### config.mk
export PLATFORM = sky130hd
export DESIGN_NAME = afe_spi_multi_writer
export DESIGN_NICKNAME = d
export VERILOG_FILES = /design/src/rtl/afe_spi_multi_writer.sv
export SDC_FILE = /design/constraint.sdc
export NUM_CORES = 1
export LEC_CHECK = 0
export CAP_MARGIN = 30
export CELL_PAD_IN_SITES_DETAIL_PLACEMENT = 1
export CELL_PAD_IN_SITES_GLOBAL_PLACEMENT = 2
export CORE_ASPECT_RATIO = 1.75
export CORE_MARGIN = 5
export CORE_UTILIZATION = 37
export DETAILED_ROUTE_END_ITERATION = 6
export HOLD_SLACK_MARGIN = 0.15
export PLACE_DENSITY_LB_ADDON = 0.1
export SYNTH_ARGS = -nofsm -noshare
export SYNTH_HDL_FRONTEND = slang
export SYNTH_SLANG_ARGS = --single-unit
### constraint.sdc
create_clock -name sysClk -period 4.5 [get_ports sysClk]
set_input_delay 0.675 -clock sysClk [delete_from_list [all_inputs] [get_ports sysClk]]
set_output_delay 0.675 -clock sysClk [all_outputs]
set_load 0.05 [all_outputs]
### src/rtl/afe_spi_multi_writer.sv
// Write-only serial controller for CHANNEL_COUNT AFE/attenuator ports (clock, data, latch enable).
// One word is shifted MSB-first to one port or to all ports at once, at a programmable half-period.
module afe_spi_multi_writer #(
    parameter int CHANNEL_COUNT     = 2,
    parameter int DATA_WIDTH        = 32,
    parameter int CLK_DIV_WIDTH     = 8,
    parameter int CHANNEL_SEL_WIDTH = 4,
    parameter int BIT_COUNT_WIDTH   = 6
) (
    input  logic                         sysClk,
    input  logic                         sysReset_n,
    input  logic                         csrStrobe,
    input  logic [DATA_WIDTH-1:0]        csrData,
    input  logic [CHANNEL_SEL_WIDTH-1:0] csrChannel,
    input  logic                         csrBroadcast,
    input  logic [BIT_COUNT_WIDTH-1:0]   bitCount,
    input  logic [CLK_DIV_WIDTH-1:0]     clkDiv,
    input  logic                         errorClear,
    output logic                         busy,
    output logic                         done,
    output logic                         badRequest,
    output logic                         overrun,
    output logic [CHANNEL_COUNT-1:0]     spiClk,
    output logic [CHANNEL_COUNT-1:0]     spiSdi,
    output logic [CHANNEL_COUNT-1:0]     spiLe
);

    typedef enum logic [2:0] {
        ST_IDLE  = 3'd0,
        ST_LOW   = 3'd1,
        ST_HIGH  = 3'd2,
        ST_LATCH = 3'd3,
        ST_GAP   = 3'd4
    } state_t;

    state_t                       state_reg, state_next;
    logic [CLK_DIV_WIDTH-1:0]     cnt_reg, cnt_next;
    logic [CLK_DIV_WIDTH-1:0]     div_reg, div_next;
    logic [DATA_WIDTH-1:0]        shift_reg, shift_next;
    logic [BIT_COUNT_WIDTH-1:0]   bits_left_reg, bits_left_next;
    logic [CHANNEL_COUNT-1:0]     mask_reg, mask_next;

    logic [CHANNEL_COUNT-1:0]     spi_clk_reg, spi_clk_next;
    logic [CHANNEL_COUNT-1:0]     spi_sdi_reg, spi_sdi_next;
    logic [CHANNEL_COUNT-1:0]     spi_le_reg, spi_le_next;
    logic                         busy_reg, busy_next;
    logic                         done_reg, done_next;
    logic                         bad_reg, bad_next;
    logic                         overrun_reg, overrun_next;

    logic                         count_bad;
    logic                         channel_bad;
    logic                         req_legal;
    logic                         phase_end;
    logic [BIT_COUNT_WIDTH-1:0]   align_amt;
    logic [CHANNEL_COUNT-1:0]     req_mask;
    logic                         line_clk;
    logic                         line_sdi;
    logic                         line_le;

    // Request validation against the live CSR inputs
    assign count_bad   = (bitCount == '0) || (32'(bitCount) > 32'(DATA_WIDTH));
    assign channel_bad = !csrBroadcast && (32'(csrChannel) >= 32'(CHANNEL_COUNT));
    assign req_legal   = !count_bad && !channel_bad;
    assign align_amt   = BIT_COUNT_WIDTH'(DATA_WIDTH) - bitCount;
    assign phase_end   = (cnt_reg == (div_reg - CLK_DIV_WIDTH'(1)));

    generate
        for (genvar gi = 0; gi < CHANNEL_COUNT; gi++) begin : g_mask
            assign req_mask[gi] = csrBroadcast || (32'(csrChannel) == 32'(gi));
        end
    endgenerate

    // State and datapath register
    always_ff @(posedge sysClk or negedge sysReset_n) begin
        if (!sysReset_n) begin
            state_reg     <= ST_IDLE;
            cnt_reg       <= '0;
            div_reg       <= '0;
            shift_reg     <= '0;
            bits_left_reg <= '0;
            mask_reg      <= '0;
            spi_clk_reg   <= '0;
            spi_sdi_reg   <= '0;
            spi_le_reg    <= '0;
            busy_reg      <= 1'b0;
            done_reg      <= 1'b0;
            bad_reg       <= 1'b0;
            overrun_reg   <= 1'b0;
        end else begin
            state_reg     <= state_next;
            cnt_reg       <= cnt_next;
            div_reg       <= div_next;
            shift_reg     <= shift_next;
            bits_left_reg <= bits_left_next;
            mask_reg      <= mask_next;
            spi_clk_reg   <= spi_clk_next;
            spi_sdi_reg   <= spi_sdi_next;
            spi_le_reg    <= spi_le_next;
            busy_reg      <= busy_next;
            done_reg      <= done_next;
            bad_reg       <= bad_next;
            overrun_reg   <= overrun_next;
        end
    end

    // Next-state logic; each phase lasts div_reg cycles
    always_comb begin
        state_next     = state_reg;
        cnt_next       = cnt_reg + CLK_DIV_WIDTH'(1);
        div_next       = div_reg;
        shift_next     = shift_reg;
        bits_left_next = bits_left_reg;
        mask_next      = mask_reg;

        case (state_reg)
            ST_IDLE: begin
                cnt_next = '0;
                if (csrStrobe && req_legal) begin
                    state_next     = ST_LOW;
                    // Left-justify the word so the first bit to send is always the top bit
                    shift_next     = csrData << align_amt;
                    bits_left_next = bitCount - BIT_COUNT_WIDTH'(1);
                    mask_next      = req_mask;
                    div_next       = (clkDiv == '0) ? CLK_DIV_WIDTH'(1) : clkDiv;
                end
            end
            ST_LOW: begin
                if (phase_end) begin
                    state_next = ST_HIGH;
                    cnt_next   = '0;
                end
            end
            ST_HIGH: begin
                if (phase_end) begin
                    cnt_next = '0;
                    if (bits_left_reg != '0) begin
                        state_next     = ST_LOW;
                        shift_next     = shift_reg << 1;
                        bits_left_next = bits_left_reg - BIT_COUNT_WIDTH'(1);
                    end else begin
                        state_next = ST_LATCH;
                    end
                end
            end
            ST_LATCH: begin
                if (phase_end) begin
                    state_next = ST_GAP;
                    cnt_next   = '0;
                end
            end
            ST_GAP: begin
                if (phase_end) begin
                    state_next = ST_IDLE;
                    cnt_next   = '0;
                end
            end
            default: begin
                state_next = ST_IDLE;
                cnt_next   = '0;
            end
        endcase
    end

    // Output logic: values for the next cycle, so every output leaves a flop
    always_comb begin
        line_clk = 1'b0;
        line_sdi = 1'b0;
        line_le  = 1'b0;
        case (state_next)
            ST_LOW: begin
                line_sdi = shift_next[DATA_WIDTH-1];
            end
            ST_HIGH: begin
                line_clk = 1'b1;
                line_sdi = shift_next[DATA_WIDTH-1];
            end
            ST_LATCH: begin
                line_le = 1'b1;
            end
            default: begin
                line_clk = 1'b0;
            end
        endcase

        busy_next    = (state_next != ST_IDLE);
        done_next    = (state_reg == ST_GAP) && phase_end;
        // A new error in the clearing cycle wins over errorClear
        bad_next     = (bad_reg && !errorClear)
                     || (csrStrobe && (state_reg == ST_IDLE) && !req_legal);
        overrun_next = (overrun_reg && !errorClear)
                     || (csrStrobe && (state_reg != ST_IDLE));
    end

    generate
        for (genvar gi = 0; gi < CHANNEL_COUNT; gi++) begin : g_lines
            assign spi_clk_next[gi] = line_clk && mask_next[gi];
            assign spi_sdi_next[gi] = line_sdi && mask_next[gi];
            assign spi_le_next[gi]  = line_le  && mask_next[gi];
        end
    endgenerate

    assign busy       = busy_reg;
    assign done       = done_reg;
    assign badRequest = bad_reg;
    assign overrun    = overrun_reg;
    assign spiClk     = spi_clk_reg;
    assign spiSdi     = spi_sdi_reg;
    assign spiLe      = spi_le_reg;

endmodule

==> results by group, run 1 <==
Worst setup path
  • Worst Path Max Fanout: 15
  • CP required: 4.72 ns
  • R2r startpoint: div_reg[0]
  • R2r endpoint: bits_left_reg[0]
  • Flop2flop setup slack: 1.55 ns
  • Beginning of the critical path: bitCount[1]
  • Critical Path Source Type: input pin
  • Kind of critical path: in -> reg
  • Crit path capture: shift_reg[23]
  • Setup crit end kind: flip-flop
  • Worst endpoint data arrival time: between 3 and 4 ns
  • R2R cell count: 8

Routing
  • Vias: 4717
  • Final wirelength: 16.15 mm
  • DRC Markers: 0
  • Drt first pass iters: 6
  • WL/cell: 19.39 um
  • Antenna viol nets, final: 0
  • Initial DRC Count: approximately 270
  • Post-DR vias/cell: 5.663

Yosys
  • Yosys cell types: between 60 and 70
  • Mapped Cells: 601
  • Synthesized cell area: 5205 um2
  • Synth Register Bits: 69
  • Post-synth top area cell: dfrtp_1
  • Sequential area share after synthesis: 33.17%
  • Synth warn: 0
  • Synthesized net count: 660
  • Syn Area/Cell: a little under 9 um2
  • Ys async rst share: 100.0%
  • Post-synth EDFFs: 0
  • Synth Flop Type: dfrtp_1
  • Largest cells by area after synthesis: dfrtp_1 33%, mux4_2 8.7%, nand2_1 8.1%
  • Area fraction of the dominant cell type after synthesis: 33.17%

Power
  • Leakage: 2.742 nW
  • Power per cell area: 483.7 nW/um2
  • Peak supply drop: ~0.2 mV

CTS
  • Clock buffer depth: 2
  • Root Driver: clkbuf_16
  • H-tree Lvls: 3
  • CTS tree: built
  • Cts repair resizes: 0
  • Worst skew pair latency: approximately 0.34 ns
  • CTS clk-pin slew, worst paths: 0.06 ns
  • CTS Sinks: 69
  • Post-CTS Setup Bufs: 0
  • Cts bufs inserted: 9
  • Hold_buf cts: 0

Placed design
  • IO Port Bufs: 64
  • Pre-CTS setup slack: slightly above 0.7 ns
  • GP Congestion: 0.8195
  • Post-DP Area: roughly 6000 um2
  • DPL Wire Length: 12.74 mm

Final layout
  • Share of cells above drive strength 1: 13.11%
  • Area Growth Syn to Fin: 21.73%
  • Commonest non-fill, non-tap cells in the layout: 113 x nand2_1, 69 x dfrtp_1, 62 x clkdlybuf4s50_1, 61 x nor2_1, 34 x mux2i_1
  • ANT cells: 0
  • Max FFs per register: 32
  • Final Core Density: between 40% and 50%
  • Final instance area: 6336 um2
  • Layout Nets: 710
  • Commonest non-fill, non-tap cell in the layout: nand2_1

Run
  • Max Cap Viol: 0

Floorplanning
  • Area of the core: around 14000 um2
  • Die area: between 15000 and 20000 um2
  • Starting density of the core: a little under two fifths
  • Die H: 166.9 um
  • IO Pins: 65
  • # rows: 57
  • Die X: 99.66 um

GRT
  • Gr usage total: roughly a fifth
  • Total congestion overflow: 0
  • Vias in the first global route: 5145
  • First-pass GRT wire length: 26.93 mm
  • Largest net degree at the start of global routing: 45
  • Initial antenna violation count: 0

Timing
  • Maximum clock frequency: 292.2 MHz
  • Pins Over Slew Limit: 0
  • Final hold vios: 0
  • Final worst-path cycle share: 76.04%
  • Total negative setup slack: 0 ns
  • Setup-failing EPs final: 0
  • Slew HR: 42.20%
  • Final min period: 3.422 ns
  • Clock skew: 0.01256 ns
  • Final worst slack: 1.078 ns
  • Worst hold margin: about 0.45 ns
  • Worst slew pin tran: 0.8670 ns
  • RSZ-0062 raised after global routing: false

Outcome
  • Status: finished, final reports clean

Hold path
  • HP Class: in -> async
-- where the power goes --
| part | total (mW) | internal [mW] | switching (mW) | leakage (nW) |
|---|---|---|---|---|
| clock | 0.734 | 0.448 | 0.286 | 0.149 |
| sequential | 1.06 | 0.846 | 0.216 | 0.898 |
| combinational | 1.27 | 0.530 | 0.738 | 1.69 |
| total | 3.06 | 1.82 | 1.24 | 2.74 |
-- cells in the mapped netlist (2+ instances only) --
library cell / number
o31ai_1: 3
nor2_1: 61
nor3_2: 2
buf_4: 2
mux2i_1: 34
nor3b_2: 2
inv_1: 16
or2_2: 2
a31oi_1: 7
xnor2_1: 11
or2_1: 2
buf_2: 28
a211oi_2: 3
buf_1: 2
xor2_1: 13
or3_1: 6
nor3_1: 22
mux2_2: 4
dfrtp_1: 69
a221o_1: 16
a21o_1: 3
o21ai_0: 23
nor2_4: 2
and3_1: 4
nor4_1: 3
nor3_4: 2
a211o_1: 4
a211oi_1: 2
clkbuf_1: 12
nand2_1: 113
mux4_2: 20
o21ai_1: 10
nand3_1: 14
o22ai_1: 9
nor3b_1: 4
ha_1: 4
a21oi_1: 29
o211ai_1: 13
-- area by class of cell --
type                    count  area [um2]
well taps                 177       221.5
multi-input cells         470        3236
clock buffers              10       239.0
fillers                  1613        7500
clock inverters             6       68.82
inverters                  17       63.81
flip-flops and latches     69        1727
repair buffers             84       780.7
-- worst max-delay path, stage by stage --
cell	delay, ns
clkdlybuf4s50_1	0.58
inv_1	0.07
ha_1	0.65
mux2_2	0.40
mux2i_1	0.39
nor2_1	0.07
a21oi_1	0.27
o22ai_1	0.19
a221o_1	0.32
-- worst min-delay path by stage --
stage / endpoint / from / slack (ns) / cells past startpoint
2_1_floorplan: badRequest / sysReset_n / 0.38 / 0
3_3_place_gp: shift_reg[8] / shift_reg[7] / 0.46 / 1
3_5_place_dp: shift_reg[8] / shift_reg[7] / 0.46 / 1
4_1_cts: bits_left_reg[4] / sysReset_n / 0.48 / 1
5_1_grt: shift_reg[6] / shift_reg[5] / 0.51 / 1
6_report: spiLe[0] / sysReset_n / 0.45 / 1
-- per-layer routing --
layer / part of all wire (%) / vias to the layer above / global-route usage [%] / routed length [um]
li1: - / 2263 / - / -
met1: 39 / 2352 / 22.35 / 6234
met2: 57 / 84 / 38.27 / 9171
met3: 1.8 / 18 / 1.967 / 294
met4: 2.8 / 0 / 8.026 / 448
met5: 0 / - / 0 / 0
-- kinds of logic after synthesis --
family	after synthesis	synth area share, %
AND/OR/NAND/NOR	251	22.88
adder cells (fa/ha/maj)	4	0.9616
flip-flops	69	33.17
XOR/XNOR	24	4.038
buffers and inverters	62	5.432
multiplexers	59	16.27
AO/OA/AOI/OAI	132	17.24
-- per-stage QoR --
stage,cells,power (mW)
detailed placement,817,2.351
global placement,817,2.300
floorplan,601,1.923
CTS,833,3.101
finish,833,3.064
global route,833,3.277
Note: power is estimated with default switching activity, not from simulation.
==> run 2, diff against run 1 <==
CORE_UTILIZATION = 31   (was 37)
clock period = 3 ns   (was 4.5 ns; I/O delays follow)
==> run 2 against run 1 <==
Combinational power increased by 63%. Total power increased by 56%. Critical path depth rose by 2. Final area grew 8.4%. Sequential cell count is the same. First-iteration DRC count fell by 46%. Register-to-register slack worse by 1.3 ns. Critical path type unchanged.
==> results by group, run 2 (synthesized netlist as in run 1, its figures left out) <==
Outcome
  • Status: finished, final reports clean

Final layout
  • Multi-input gate area: 3236 um2
  • Area Growth Syn to Fin: 31.90%
  • Commonest non-fill, non-tap cell in the layout: nand2_1
  • FF+latch area: approximately 1700 um2
  • Max FFs per register: 32
  • Layout Nets: ~760
  • Share of cells above drive strength 1: 19.35%
  • Fillers: 1947
  • Commonest non-fill, non-tap cells in the layout: 113 x nand2_1, 69 x dfrtp_1, 65 x buf_4, 62 x clkdlybuf4s50_1, 61 x nor2_1
  • ANT cells: 0
  • Final Core Density: 41.75%

CTS
  • Post-CTS Setup Bufs: 0
  • CTS Sinks: 69
  • Root Driver: clkbuf_16
  • Worst skew pair latency: roughly 0.33 ns
  • CTS tree: built
  • Cts bufs inserted: 9
  • CTS clk-pin slew, worst paths: around 0.06 ns
  • Hold_buf cts: 1
  • Cts repair resizes: 0
  • Clock buffer depth: 2
  • H-tree Lvls: 3

Worst setup path
  • Worst endpoint data arrival time: 3.00 ns
  • Kind of critical path: in -> reg
  • Most frequent CP cell: o21ai_0
  • Critical path's largest stage delay: 0.48 ns
  • CP required: about 3.2 ns
  • Critical Path Source Type: input pin
  • Crit path max-delay cell type: clkdlybuf4s50_1
  • Crit path cell chain: clkdlybuf4s50_1, inv_1, ha_1, buf_12, mux2_2, o21ai_0, buf_4, o21ai_0, a21oi_1, o21ai_0, a221o_1
  • Worst Path Max Fanout: 23
  • CP bufs+invs: 4
  • Crit-path leading delay family: compound AO/OA/AOI/OAI gates
  • Setup crit end kind: flip-flop

GRT
  • M3 GR Usage: 1.457%
  • First-pass GRT wire length: 29.55 mm
  • Initial antenna violation count: 0
  • GR peak layer: met2
  • Largest net degree at the start of global routing: 35
  • Global Route met2 Usage: 36.69%
  • Met1 Resource Use GR: 19.73%
  • Total congestion overflow: 0
  • Vias in the first global route: 5617
  • Gr usage total: 19.21%

Timing
  • Setup-failing EPs final: 0
  • Clock skew: about 0.009 ns
  • Worst slew pin tran: 0.5092 ns
  • Slew HR: approximately two thirds
  • Final worst-path cycle share: 92.90%
  • Final min period: 2.787 ns
  • Maximum clock frequency: 358.8 MHz
  • Pins Over Slew Limit: 0
  • Worst hold margin: between 0.4 and 0.5 ns
  • Final hold vios: 0
  • RSZ-0062 raised after global routing: false

Routing
  • Antenna viol nets, final: 0
  • Drt first pass iters: 4
  • DRC Markers: 0
  • Post-DR vias/cell: 5.385
  • Initial DRC Count: 149
  • Vias: 5019
  • Final wirelength: between 15 and 20 mm
  • WL/cell: between 15 and 20 um

Power
  • Comb pwr share: 43.3%
  • Clock network fraction of design power: 23.6%
  • Net switching power: about 1.9 mW
  • Power per cell area: 697.4 nW/um2
  • Switching Share: roughly two fifths
  • Peak supply drop: roughly 0.26 mV
  • Leakage: 3.013 nW
  • Power Internal: 2.850 mW
  • Sequential share of power: 33.1%

Floorplanning
  • # rows: 62
  • Die X: between 100 and 150 um
  • Starting density of the core: 31.65%
  • IO Pins: 65
  • Die area: 19580 um2
  • Die H: 181.4 um
  • Area of the core: 16450 um2

Placed design
  • GP Congestion: 0.8570
  • DPL Wire Length: 14.66 mm
  • IO Port Bufs: 64

Run
  • Max Cap Viol: 0

Hold path
  • HP Class: reg -> reg
[run 2: metrics by stage]
step / setup WS (ns) / area [um2] / instances / total power, mW / setup TNS, ns
after global routing: 0.05103 / 6865 / 932 / 5.129 / 0
final: 0.2129 / 6865 / 932 / 4.788 / 0
after CTS: 0.2070 / 6865 / 932 / 4.875 / 0
after global placement: -0.1659 / 6545 / 915 / 3.638 / -0.2799
after floorplan: 0.01519 / 5207 / 601 / 2.885 / 0
after detailed placement: -0.1392 / 6545 / 915 / 3.706 / -0.5727
[run 2: path summary, 6_finish.rpt]
check	start	end	slack [ns]	depth (start not counted)
hold reg to reg	shift_reg[13]	shift_reg[14]	0.49	1
max in group asynchronous	sysReset_n	shift_reg[23]	1.73	3
hold / removal	shift_reg[13]	shift_reg[14]	0.49	1
setup / recovery	bitCount[1]	shift_reg[30]	0.21	11
min in group asynchronous	sysReset_n	overrun	0.52	2
setup reg to reg	div_reg[0]	spiClk[1]	0.28	8
[run 2: power groups by stage]
stage / Sequential (mW) / Clock (mW) / Combinational (mW)
finish: 1.58 / 1.13 / 2.07
floorplan: 1.63 / 0 / 1.26
CTS: 1.60 / 1.17 / 2.11
global placement: 1.60 / 0 / 2.04
global route: 1.64 / 1.21 / 2.29
detailed placement: 1.61 / 0 / 2.10
[run 2: layer usage]
metal / up-vias / part of all wire [%]
met4: 0 / 6.0
met2: 119 / 56
met3: 46 / 2.1
met1: 2477 / 36
met5: - / 0
li1: 2377 / -
[run 2: cell type report]
cell class	count	area share (%)
Clock inverter	6	1.039
Sequential cell	69	25.15
Inverter	17	0.9295
Multi-Input combinational cell	470	47.13
Timing Repair Buffer	136	18.19
Clock buffer	10	3.481
Tap cell	224	4.082
